### src/rtl/xf100_exu_wbck_pkg.sv
// Shared widths, state encodings and the write-back entry type for the EXU write-back arbiter.
`ifndef XF100_DEFINES_SVH
`define XF100_DEFINES_SVH
`define XF100_XLEN 32
`define XF100_RFIDX_WIDTH 5
`define XF100_WBCK_ST_NORM 1'b0
`define XF100_WBCK_ST_LP_PRI 1'b1
`define XF100_WBCK_ENTRY_W (`XF100_XLEN + `XF100_RFIDX_WIDTH)
`endif

package xf100_exu_wbck_pkg;

  localparam int unsigned XLEN    = `XF100_XLEN;
  localparam int unsigned RFIDX_W = `XF100_RFIDX_WIDTH;
  localparam int unsigned ENTRY_W = `XF100_WBCK_ENTRY_W;

  typedef enum logic {
    ST_NORM   = `XF100_WBCK_ST_NORM,
    ST_LP_PRI = `XF100_WBCK_ST_LP_PRI
  } wbck_state_e;

  typedef struct packed {
    logic [RFIDX_W-1:0] rdidx;
    logic [XLEN-1:0]    data;
  } wbck_entry_t;

  // x0 is hardwired zero: the handshake completes but nothing is written.
  function automatic logic rd_writes(input logic [RFIDX_W-1:0] idx);
    return idx != '0;
  endfunction

endpackage

### src/rtl/xf100_exu_wbck_if.sv
// Handshake and register-file write-port bundle between the EXU result sources and the write-back arbiter.
interface xf100_exu_wbck_if;
  import xf100_exu_wbck_pkg::*;

  logic               alu_wbck_i_valid;
  logic               alu_wbck_i_ready;
  logic [XLEN-1:0]    alu_wbck_i_data;
  logic [RFIDX_W-1:0] alu_wbck_i_rdidx;

  logic               longp_wbck_i_valid;
  logic               longp_wbck_i_ready;
  logic [XLEN-1:0]    longp_wbck_i_data;
  logic [RFIDX_W-1:0] longp_wbck_i_rdidx;

  logic               rf_wbck_o_ena;
  logic [XLEN-1:0]    rf_wbck_o_data;
  logic [RFIDX_W-1:0] rf_wbck_o_rdidx;

  modport master (
    output alu_wbck_i_valid, alu_wbck_i_data, alu_wbck_i_rdidx,
    output longp_wbck_i_valid, longp_wbck_i_data, longp_wbck_i_rdidx,
    input  alu_wbck_i_ready, longp_wbck_i_ready,
    input  rf_wbck_o_ena, rf_wbck_o_data, rf_wbck_o_rdidx
  );

  modport slave (
    input  alu_wbck_i_valid, alu_wbck_i_data, alu_wbck_i_rdidx,
    input  longp_wbck_i_valid, longp_wbck_i_data, longp_wbck_i_rdidx,
    output alu_wbck_i_ready, longp_wbck_i_ready,
    output rf_wbck_o_ena, rf_wbck_o_data, rf_wbck_o_rdidx
  );

endinterface

### src/rtl/xf100_wbck_fifo.sv
// Small synchronous FIFO buffering long-pipe write-back entries; only built with XF100_WBCK_LONGP_FIFO_EN.
`ifdef XF100_WBCK_LONGP_FIFO_EN
module xf100_wbck_fifo
  import xf100_exu_wbck_pkg::*;
#(
  parameter int unsigned DEPTH = 2
) (
  input  logic        clk,
  input  logic        rst_n,
  input  logic        enq_i,
  input  wbck_entry_t enq_data_i,
  input  logic        deq_i,
  output logic        full_o,
  output logic        empty_o,
  output wbck_entry_t head_o
);

  localparam int unsigned AW = (DEPTH > 1) ? $clog2(DEPTH) : 1;
  localparam int unsigned CW = $clog2(DEPTH + 1);
  localparam logic [AW-1:0] LAST = AW'(DEPTH - 1);

  wbck_entry_t   mem_q [DEPTH];
  wbck_entry_t   mem_d [DEPTH];
  logic [AW-1:0] wr_q, wr_d, rd_q, rd_d;
  logic [CW-1:0] cnt_q, cnt_d;
  logic          do_enq, do_deq;

  assign full_o  = (cnt_q == CW'(DEPTH));
  assign empty_o = (cnt_q == '0);
  assign head_o  = mem_q[rd_q];

  // Full blocks enqueue even if the head leaves this cycle: no pass-through.
  always_comb begin
    mem_d  = mem_q;
    wr_d   = wr_q;
    rd_d   = rd_q;
    cnt_d  = cnt_q;
    do_enq = enq_i && !full_o;
    do_deq = deq_i && !empty_o;
    if (do_enq) begin
      mem_d[wr_q] = enq_data_i;
      wr_d        = (wr_q == LAST) ? '0 : wr_q + AW'(1);
    end
    if (do_deq) begin
      rd_d = (rd_q == LAST) ? '0 : rd_q + AW'(1);
    end
    case ({do_enq, do_deq})
      2'b10:   cnt_d = cnt_q + CW'(1);
      2'b01:   cnt_d = cnt_q - CW'(1);
      default: cnt_d = cnt_q;
    endcase
  end

  always_ff @(posedge clk) begin
    if (!rst_n) begin
      wr_q  <= '0;
      rd_q  <= '0;
      cnt_q <= '0;
    end else begin
      wr_q  <= wr_d;
      rd_q  <= rd_d;
      cnt_q <= cnt_d;
    end
  end

  always_ff @(posedge clk) begin
    mem_q <= mem_d;
  end

endmodule
`endif

### src/rtl/xf100_exu_wbck.sv
// EXU write-back arbiter: ALU-priority grant with a long-pipe starvation guard, registered rf write port.
// Define XF100_WBCK_LONGP_FIFO_EN to buffer the long pipe in a LONGP_FIFO_DEPTH-entry FIFO.
module xf100_exu_wbck
  import xf100_exu_wbck_pkg::*;
#(
  parameter int unsigned STARVE_MAX       = 4,
  parameter int unsigned LONGP_FIFO_DEPTH = 2
) (
  input  logic             clk,
  input  logic             rst_n,
  xf100_exu_wbck_if.slave  wbck
);

  localparam int unsigned CNT_W = $clog2(STARVE_MAX + 1);
  localparam logic [CNT_W-1:0] CNT_MAX = CNT_W'(STARVE_MAX);

  wbck_state_e        state_q, state_d;
  logic [CNT_W-1:0]   cnt_q, cnt_d;
  logic               rf_ena_q, rf_ena_d;
  logic [XLEN-1:0]    rf_data_q, rf_data_d;
  logic [RFIDX_W-1:0] rf_rdidx_q, rf_rdidx_d;

  logic               lp_vld;
  wbck_entry_t        lp_head, lp_in;
  logic [ENTRY_W-1:0] lp_in_flat;
  logic               alu_gnt_c, lp_gnt_c;

  assign lp_in_flat = {wbck.longp_wbck_i_rdidx, wbck.longp_wbck_i_data};
  assign lp_in      = wbck_entry_t'(lp_in_flat);

`ifdef XF100_WBCK_LONGP_FIFO_EN
  logic fifo_full, fifo_empty;

  xf100_wbck_fifo #(.DEPTH(LONGP_FIFO_DEPTH)) u_longp_fifo (
    .clk        (clk),
    .rst_n      (rst_n),
    .enq_i      (wbck.longp_wbck_i_valid),
    .enq_data_i (lp_in),
    .deq_i      (lp_gnt_c),
    .full_o     (fifo_full),
    .empty_o    (fifo_empty),
    .head_o     (lp_head)
  );

  assign lp_vld                  = !fifo_empty;
  assign wbck.longp_wbck_i_ready = !fifo_full;
`else
  logic unused_fifo_depth;
  assign unused_fifo_depth = ^LONGP_FIFO_DEPTH;

  assign lp_vld                  = wbck.longp_wbck_i_valid;
  assign lp_head                 = lp_in;
  assign wbck.longp_wbck_i_ready = (state_q == ST_LP_PRI) || !wbck.alu_wbck_i_valid;
`endif

  assign wbck.alu_wbck_i_ready = (state_q == ST_NORM);
  assign wbck.rf_wbck_o_ena    = rf_ena_q;
  assign wbck.rf_wbck_o_data   = rf_data_q;
  assign wbck.rf_wbck_o_rdidx  = rf_rdidx_q;

  // Arbitration, starvation tracking and write-back capture.
  always_comb begin
    state_d    = state_q;
    cnt_d      = cnt_q;
    alu_gnt_c  = 1'b0;
    lp_gnt_c   = 1'b0;
    rf_ena_d   = 1'b0;
    rf_data_d  = rf_data_q;
    rf_rdidx_d = rf_rdidx_q;
    case (state_q)
      ST_NORM: begin
        if (wbck.alu_wbck_i_valid) begin
          alu_gnt_c = 1'b1;
          if (lp_vld) begin
            cnt_d = (cnt_q == CNT_MAX) ? cnt_q : cnt_q + CNT_W'(1);
            if (cnt_d == CNT_MAX) state_d = ST_LP_PRI;
          end
        end else if (lp_vld) begin
          lp_gnt_c = 1'b1;
        end
      end
      ST_LP_PRI: begin
        lp_gnt_c = lp_vld;
        state_d  = ST_NORM;
      end
      default: state_d = ST_NORM;
    endcase
    if (lp_gnt_c) cnt_d = '0;
    if (alu_gnt_c) begin
      rf_ena_d   = rd_writes(wbck.alu_wbck_i_rdidx);
      rf_data_d  = wbck.alu_wbck_i_data;
      rf_rdidx_d = wbck.alu_wbck_i_rdidx;
    end else if (lp_gnt_c) begin
      rf_ena_d   = rd_writes(lp_head.rdidx);
      rf_data_d  = lp_head.data;
      rf_rdidx_d = lp_head.rdidx;
    end
  end

  always_ff @(posedge clk) begin
    if (!rst_n) begin
      state_q    <= ST_NORM;
      cnt_q      <= '0;
      rf_ena_q   <= 1'b0;
      rf_data_q  <= '0;
      rf_rdidx_q <= '0;
    end else begin
      state_q    <= state_d;
      cnt_q      <= cnt_d;
      rf_ena_q   <= rf_ena_d;
      rf_data_q  <= rf_data_d;
      rf_rdidx_q <= rf_rdidx_d;
    end
  end

endmodule

### src/flat_wrapper.sv
// flat-port wrapper written by rule: the top's interface ports become plain ports
module xf100_exu_wbck_flat import xf100_exu_wbck_pkg::*;
#(
  parameter int unsigned STARVE_MAX       = 4,
  parameter int unsigned LONGP_FIFO_DEPTH = 2
)
  (clk, rst_n, wbck_alu_wbck_i_valid, wbck_alu_wbck_i_data, wbck_alu_wbck_i_rdidx, wbck_longp_wbck_i_valid, wbck_longp_wbck_i_data, wbck_longp_wbck_i_rdidx, wbck_alu_wbck_i_ready, wbck_longp_wbck_i_ready, wbck_rf_wbck_o_ena, wbck_rf_wbck_o_data, wbck_rf_wbck_o_rdidx);
  xf100_exu_wbck_if wbck_i ();
  input  logic clk;
  input  logic rst_n;
  input wire logic [$bits(wbck_i.alu_wbck_i_valid)-1:0] wbck_alu_wbck_i_valid;
  input wire logic [$bits(wbck_i.alu_wbck_i_data)-1:0] wbck_alu_wbck_i_data;
  input wire logic [$bits(wbck_i.alu_wbck_i_rdidx)-1:0] wbck_alu_wbck_i_rdidx;
  input wire logic [$bits(wbck_i.longp_wbck_i_valid)-1:0] wbck_longp_wbck_i_valid;
  input wire logic [$bits(wbck_i.longp_wbck_i_data)-1:0] wbck_longp_wbck_i_data;
  input wire logic [$bits(wbck_i.longp_wbck_i_rdidx)-1:0] wbck_longp_wbck_i_rdidx;
  output wire logic [$bits(wbck_i.alu_wbck_i_ready)-1:0] wbck_alu_wbck_i_ready;
  output wire logic [$bits(wbck_i.longp_wbck_i_ready)-1:0] wbck_longp_wbck_i_ready;
  output wire logic [$bits(wbck_i.rf_wbck_o_ena)-1:0] wbck_rf_wbck_o_ena;
  output wire logic [$bits(wbck_i.rf_wbck_o_data)-1:0] wbck_rf_wbck_o_data;
  output wire logic [$bits(wbck_i.rf_wbck_o_rdidx)-1:0] wbck_rf_wbck_o_rdidx;
  assign wbck_i.alu_wbck_i_valid = wbck_alu_wbck_i_valid;
  assign wbck_i.alu_wbck_i_data = wbck_alu_wbck_i_data;
  assign wbck_i.alu_wbck_i_rdidx = wbck_alu_wbck_i_rdidx;
  assign wbck_i.longp_wbck_i_valid = wbck_longp_wbck_i_valid;
  assign wbck_i.longp_wbck_i_data = wbck_longp_wbck_i_data;
  assign wbck_i.longp_wbck_i_rdidx = wbck_longp_wbck_i_rdidx;
  assign wbck_alu_wbck_i_ready = wbck_i.alu_wbck_i_ready;
  assign wbck_longp_wbck_i_ready = wbck_i.longp_wbck_i_ready;
  assign wbck_rf_wbck_o_ena = wbck_i.rf_wbck_o_ena;
  assign wbck_rf_wbck_o_data = wbck_i.rf_wbck_o_data;
  assign wbck_rf_wbck_o_rdidx = wbck_i.rf_wbck_o_rdidx;
  xf100_exu_wbck #(.STARVE_MAX(STARVE_MAX), .LONGP_FIFO_DEPTH(LONGP_FIFO_DEPTH)) u_core (.clk(clk), .rst_n(rst_n), .wbck(wbck_i));
endmodule
### config.mk
export PLATFORM = sky130hd
export DESIGN_NAME = xf100_exu_wbck_flat
export DESIGN_NICKNAME = d
export VERILOG_FILES = /design/src/rtl/xf100_exu_wbck_pkg.sv /design/src/rtl/xf100_exu_wbck_if.sv /design/src/rtl/xf100_wbck_fifo.sv /design/src/rtl/xf100_exu_wbck.sv /design/src/flat_wrapper.sv
export SDC_FILE = /design/constraint.sdc
export NUM_CORES = 1
export LEC_CHECK = 0
export BUFFER_PORTS_ARGS = -buffer_cell sky130_fd_sc_hd__buf_2
export CAP_MARGIN = 20
export CORE_UTILIZATION = 31
export DETAILED_ROUTE_END_ITERATION = 8
export PLACE_DENSITY = 0.68
export SLEW_MARGIN = 15
export SYNTH_ARGS = -nofsm -noshare
export SYNTH_HDL_FRONTEND = slang
export SYNTH_SLANG_ARGS = --single-unit
### constraint.sdc
create_clock -name clk -period 3.1 [get_ports clk]
set_input_delay 0.62 -clock clk [delete_from_list [all_inputs] [get_ports clk]]
set_output_delay 0.62 -clock clk [all_outputs]
set_load 0.02 [all_outputs]
# Word level (Yosys, flattened, before mapping)
# Cells that the tools add are included.
classes:
  addsub: 1
  n_eq_ne: 2
  muxes: 16
  bitwise_logic: 2
  n_reduce_logical: 7
ops:
  columns: ["op", "n"]
  rows:
  - ["$mux W32", 2]
  - ["$mux W5", 2]
  - ["$reduce_bool A5 Y1", 2]
  - ["$mux W1", 9]
  - ["$eq A3 B3 Y1 const B", 2]
  - ["$pmux W1 S2", 2]
  - ["$add A3 B1 Y3 const B", 1]
  - ["$mux W3", 1]
  - ["$reduce_and A3 Y1", 1]
  - ["$not A1 Y1", 2]
  - ["$reduce_bool A2 Y1", 1]
  - ["$reduce_or A2 Y1", 1]
  - ["$logic_not A1 Y1", 1]
  - ["$logic_or A1 B1 Y1", 1]
word_totals:
  register_bits: 42
  inputBits: 78
  out_inout_bits: 40

# Longest topological paths before layout
logic_depth:
  word_depth: 7
  mapped_depth: 5
  depth_no_buf: 5

# Worst setup path before layout
# OpenSTA, ideal clock, no wires.
synth_path:
  path_kind: "in2out"
  from: "in wbck_alu_wbck_i_valid"
  to: "out wbck_longp_wbck_i_ready"
  arrival_time_ns: 1.094
  t_required_ns: 2.480
  slack_ns: 1.386
  path_stages: 3
  path_buffers: 1
  cell_sequence: "nor2b_2 -> inv_2 -> buf_2"
synth_via:
  elab_chain_cells: 2
synth_rtl:
  columns: ["element", "line", "text"]
  rows:
  - ["start: declaration", "flat_wrapper.sv:11", "input wire logic [$bits(wbck_i.alu_wbck_i_valid)-1:0] wbck_alu_wbck_i_valid;"]
  - ["$logic_not A1 Y1", "xf100_exu_wbck.sv:53", "assign wbck.longp_wbck_i_ready = (state_q == ST_LP_PRI) || !wbck.alu_wbck_i_valid;"]
  - ["$logic_or A1 B1 Y1", "xf100_exu_wbck.sv:53", null]
  - ["end: declaration", "flat_wrapper.sv:18", "output wire logic [$bits(wbck_i.longp_wbck_i_ready)-1:0] wbck_longp_wbck_i_ready;"]
# No other way between the ends.

# Worst setup path after layout
# Same ends and word-level chain as after synthesis.

==> results.md <==
* Die area at ~7000 um2
* Yosys warnings at 0
* Final Hold Viols at 0
* GPL Wtd Cong at between 0.7 and 0.8
* Initial antenna violation count at 0
* # Post-CTS Setup Buffers at 0
* Vias per cell at 4.76
* Die X at roughly 83 um
* Post-route ant nets at 0
* Hold Path Class: reg -> reg
* Hold Crit Start: u_core.cnt_q[0]$_SDFFE_PP0P_
* IO Count at approximately 120
* Non-Filler Instances at just under 400
* Max VDD drop at roughly 0.00022 V
* Total gr overflow at 0
* DP Wirelength at approximately 3400 um
* Most frequent CP cell: buf_2
* Worst-case reg-to-reg path depth at 4
* Die height at around 83 um
* Routed wire length per instance at 12.2 um
* Logic pwr share at a little under a quarter
* Area contributors post-synth: dfxtp_1, mux2i_1, o211a_1, nand2_1, buf_6
* Tcrit/Tclk final at between 50% and 60%
* GRT Total Usage at ~14%
* Outcome: finished clean
* Placed cells at around 380
* Total clock sinks at 42
* Max stage delay cell, worst path: nor2b_2
* Hold buffers post-CTS at 0
* Critical path launch point type: input pin
* Worst hold path cell count at 2
* PostCTS Resize Cnt at 0
* CTS Root Cell: clkbuf_8
* Vias in the first global route at between 1500 and 2000
* MaxCap Viol Count at 0
* Worst hold endpoint: u_core.cnt_q[0]$_SDFFE_PP0P_
* Iteration-0 DRC count of the detailed router at 34
* Top_reg_cell synth: dfxtp_1
* Num rows at 29
* Synth area leader: dfxtp_1
* Clock power share at approximately 28%
* Pwr per Cell Area at between 400 and 500 nW/um2
* Crit end category: output pin
* Clk_skew at about 0.0046 ns
* R2R Path Start: u_core.cnt_q[0]$_SDFFE_PP0P_
* Relative slew slack at 61.0%
* Fin Setup TNS at 0 ns
* CTS tree: yes
* Slew Limit Fails at 0
* Worst stage delay on the critical path at around 0.21 ns
* Share of power burned in registers at around half
* Crit path time final at about 1.8 ns
* Pleak at around 0.0017 uW
* Core area at 6350 um2
* CP Cell Sequence: buf_2 -> nor2b_2 -> inv_2 -> buf_2
* Sw frac at approximately 28%
* WS Path Type: in -> out
* Global-route wire length before repair at just over 8000 um
* Port buffer count at 117
* Via Count at between 1500 and 2000
* Ratio of cells with drive above 1 in the final layout at 42.1%
* Pin count of the biggest net entering global routing at 40
* Nets at around 390
* Worst slew pin tran at about 0.59 ns
* Synthesized instance count at 201
* Synth async-reset ratio at 0%
* Buffers & Inverters on Critical Path at 3
* Synth cell types at 27
* Worst R2R End: u_core.state_q$_SDFF_PP0_
* CTS HTree Levels at 2
* RSZ-0062 raised after global routing: no
* Yosys top cell area share at just over 40%
* Worst skew pair latency at around 0.28 ns
* Critical Path AT at 1.13 ns
* Internal power at about 860 uW
* Top cells by count, synth: dfxtp_1, nand2_1, mux2i_1, o211a_1, buf_2
* FF+latch count, synth at 42
* Final setup fails at 0
* Worst path top cell family by delay: buffers and inverters
* Syn nets at ~280
* TritonRoute pass-1 iters at 3
* FMAX at between 500 and 600 MHz
* Diode count at 0
* DRC at 0
* CP max FO at 4
* EDFF count, synth at 0
* Max Root-Sink Buffers at 2
* Mean post-synth cell area at 10.2 um2
* Starting Density at 32.2%
* Area grow syn2layout at 33.3%
* Net Switching at about 340 uW
* Inserted Clock Buffers at 5
* Worst EP required at around 2.5 ns
* Clock transition at the registers of the reported paths at roughly 0.080 ns
* FF-to-FF setup slack at 1.73 ns
* Seq/Total Area, Yosys at between 40% and 50%
* Routed wire length at around 4700 um
* Cell Area, Synth at between 2000 and 2500 um2
power by group through the flow:
stage,sequential (uW),combinational (uW),clock (uW)
2_1_floorplan,656,126,0
3_3_place_gp,608,268,0
3_5_place_dp,609,273,0
4_1_cts,597,274,356
5_1_grt,602,297,371
6_report,596,270,331
cells by family (layout without fill, tap and decap cells):
family | after synthesis | count (layout) | synth area share, %
flip-flops | 42 | 42 | 41.2
adder cells (fa/ha/maj) | 2 | 2 | 1.23
buffers and inverters | 22 | 132 | 6.62
AO/OA/AOI/OAI | 46 | 46 | 21.3
AND/OR/NAND/NOR | 52 | 52 | 11.5
multiplexers | 37 | 37 | 18.1
routing by layer:
layer	vias up	track usage, %	wire length, um
met5	-	0	0
met4	0	3.45	19
met3	2	4.08	282
met2	63	25.0	2320
met1	842	17.3	2120
li1	941	-	-
flip-flops by register name (all words and copies together), names as in the netlist:
register and flops:
u_core.cnt_q 3, u_core.wbck.rf_wbck_o_data 32, u_core.state_q 1, u_core.wbck.rf_wbck_o_ena 1, u_core.wbck.rf_wbck_o_rdidx 5
worst max path at each step:
| stage | from | endpoint | slack [ns] | cells after the start |
|---|---|---|---|---|
| after floorplan | wbck_alu_wbck_i_valid | wbck_longp_wbck_i_ready | 1.39 | 3 |
| after global placement | wbck_longp_wbck_i_valid | u_core.wbck.rf_wbck_o_data[6]$_SDFFE_PN0P_ | 1.16 | 5 |
| after detailed placement | wbck_longp_wbck_i_valid | u_core.wbck.rf_wbck_o_data[4]$_SDFFE_PN0P_ | 1.16 | 5 |
| after CTS | wbck_alu_wbck_i_valid | wbck_longp_wbck_i_ready | 1.35 | 4 |
| after global routing | wbck_alu_wbck_i_valid | wbck_longp_wbck_i_ready | 1.32 | 4 |
| final | wbck_alu_wbck_i_valid | wbck_longp_wbck_i_ready | 1.35 | 4 |
metrics by stage:
stage / hold WS [ns] / setup slack [ns] / util, % / cell area (um2) / total power [uW]
2_1_floorplan: 0.478 / 1.39 / - / 2040 / 781
3_3_place_gp: 0.499 / 1.16 / 41.7 / 2650 / 876
3_5_place_dp: 0.514 / 1.16 / 41.7 / 2650 / 882
4_1_cts: 0.528 / 1.35 / 42.9 / 2720 / 1230
5_1_grt: 0.548 / 1.32 / 42.9 / 2720 / 1270
6_report: 0.526 / 1.35 / 42.9 / 2720 / 1200
worst reg2reg max path: cells and delay by family (launching register included):
family          cells  cell delay, ns
flops               1            0.41
simple gates        1            0.36
fa+ha+maj           1            0.23
compound gates      1            0.22
buf+inv             1            0.06
layout by cell type (no fill, tap or decap), types with 2 or more instances in the layout:
cell type  instances
nand2_1           42
buf_4              3
inv_2              2
clkbuf_1           2
buf_2            117
and3b_1            2
mux2i_1           37
inv_1              2
ha_1               2
o211a_1           37
or4_1              2
dfxtp_1           42
clkbuf_8           5
a21oi_1            2
area by class of cell:
class / count / area (um2)
inverters: 4 / 15.0
repair buffers: 121 / 628
clock buffers: 7 / 76.3
well taps: 77 / 96.3
flip-flops and latches: 42 / 841
multi-input cells: 137 / 1070
fillers: 632 / 3630
Power figures use the tool's default switching activity.
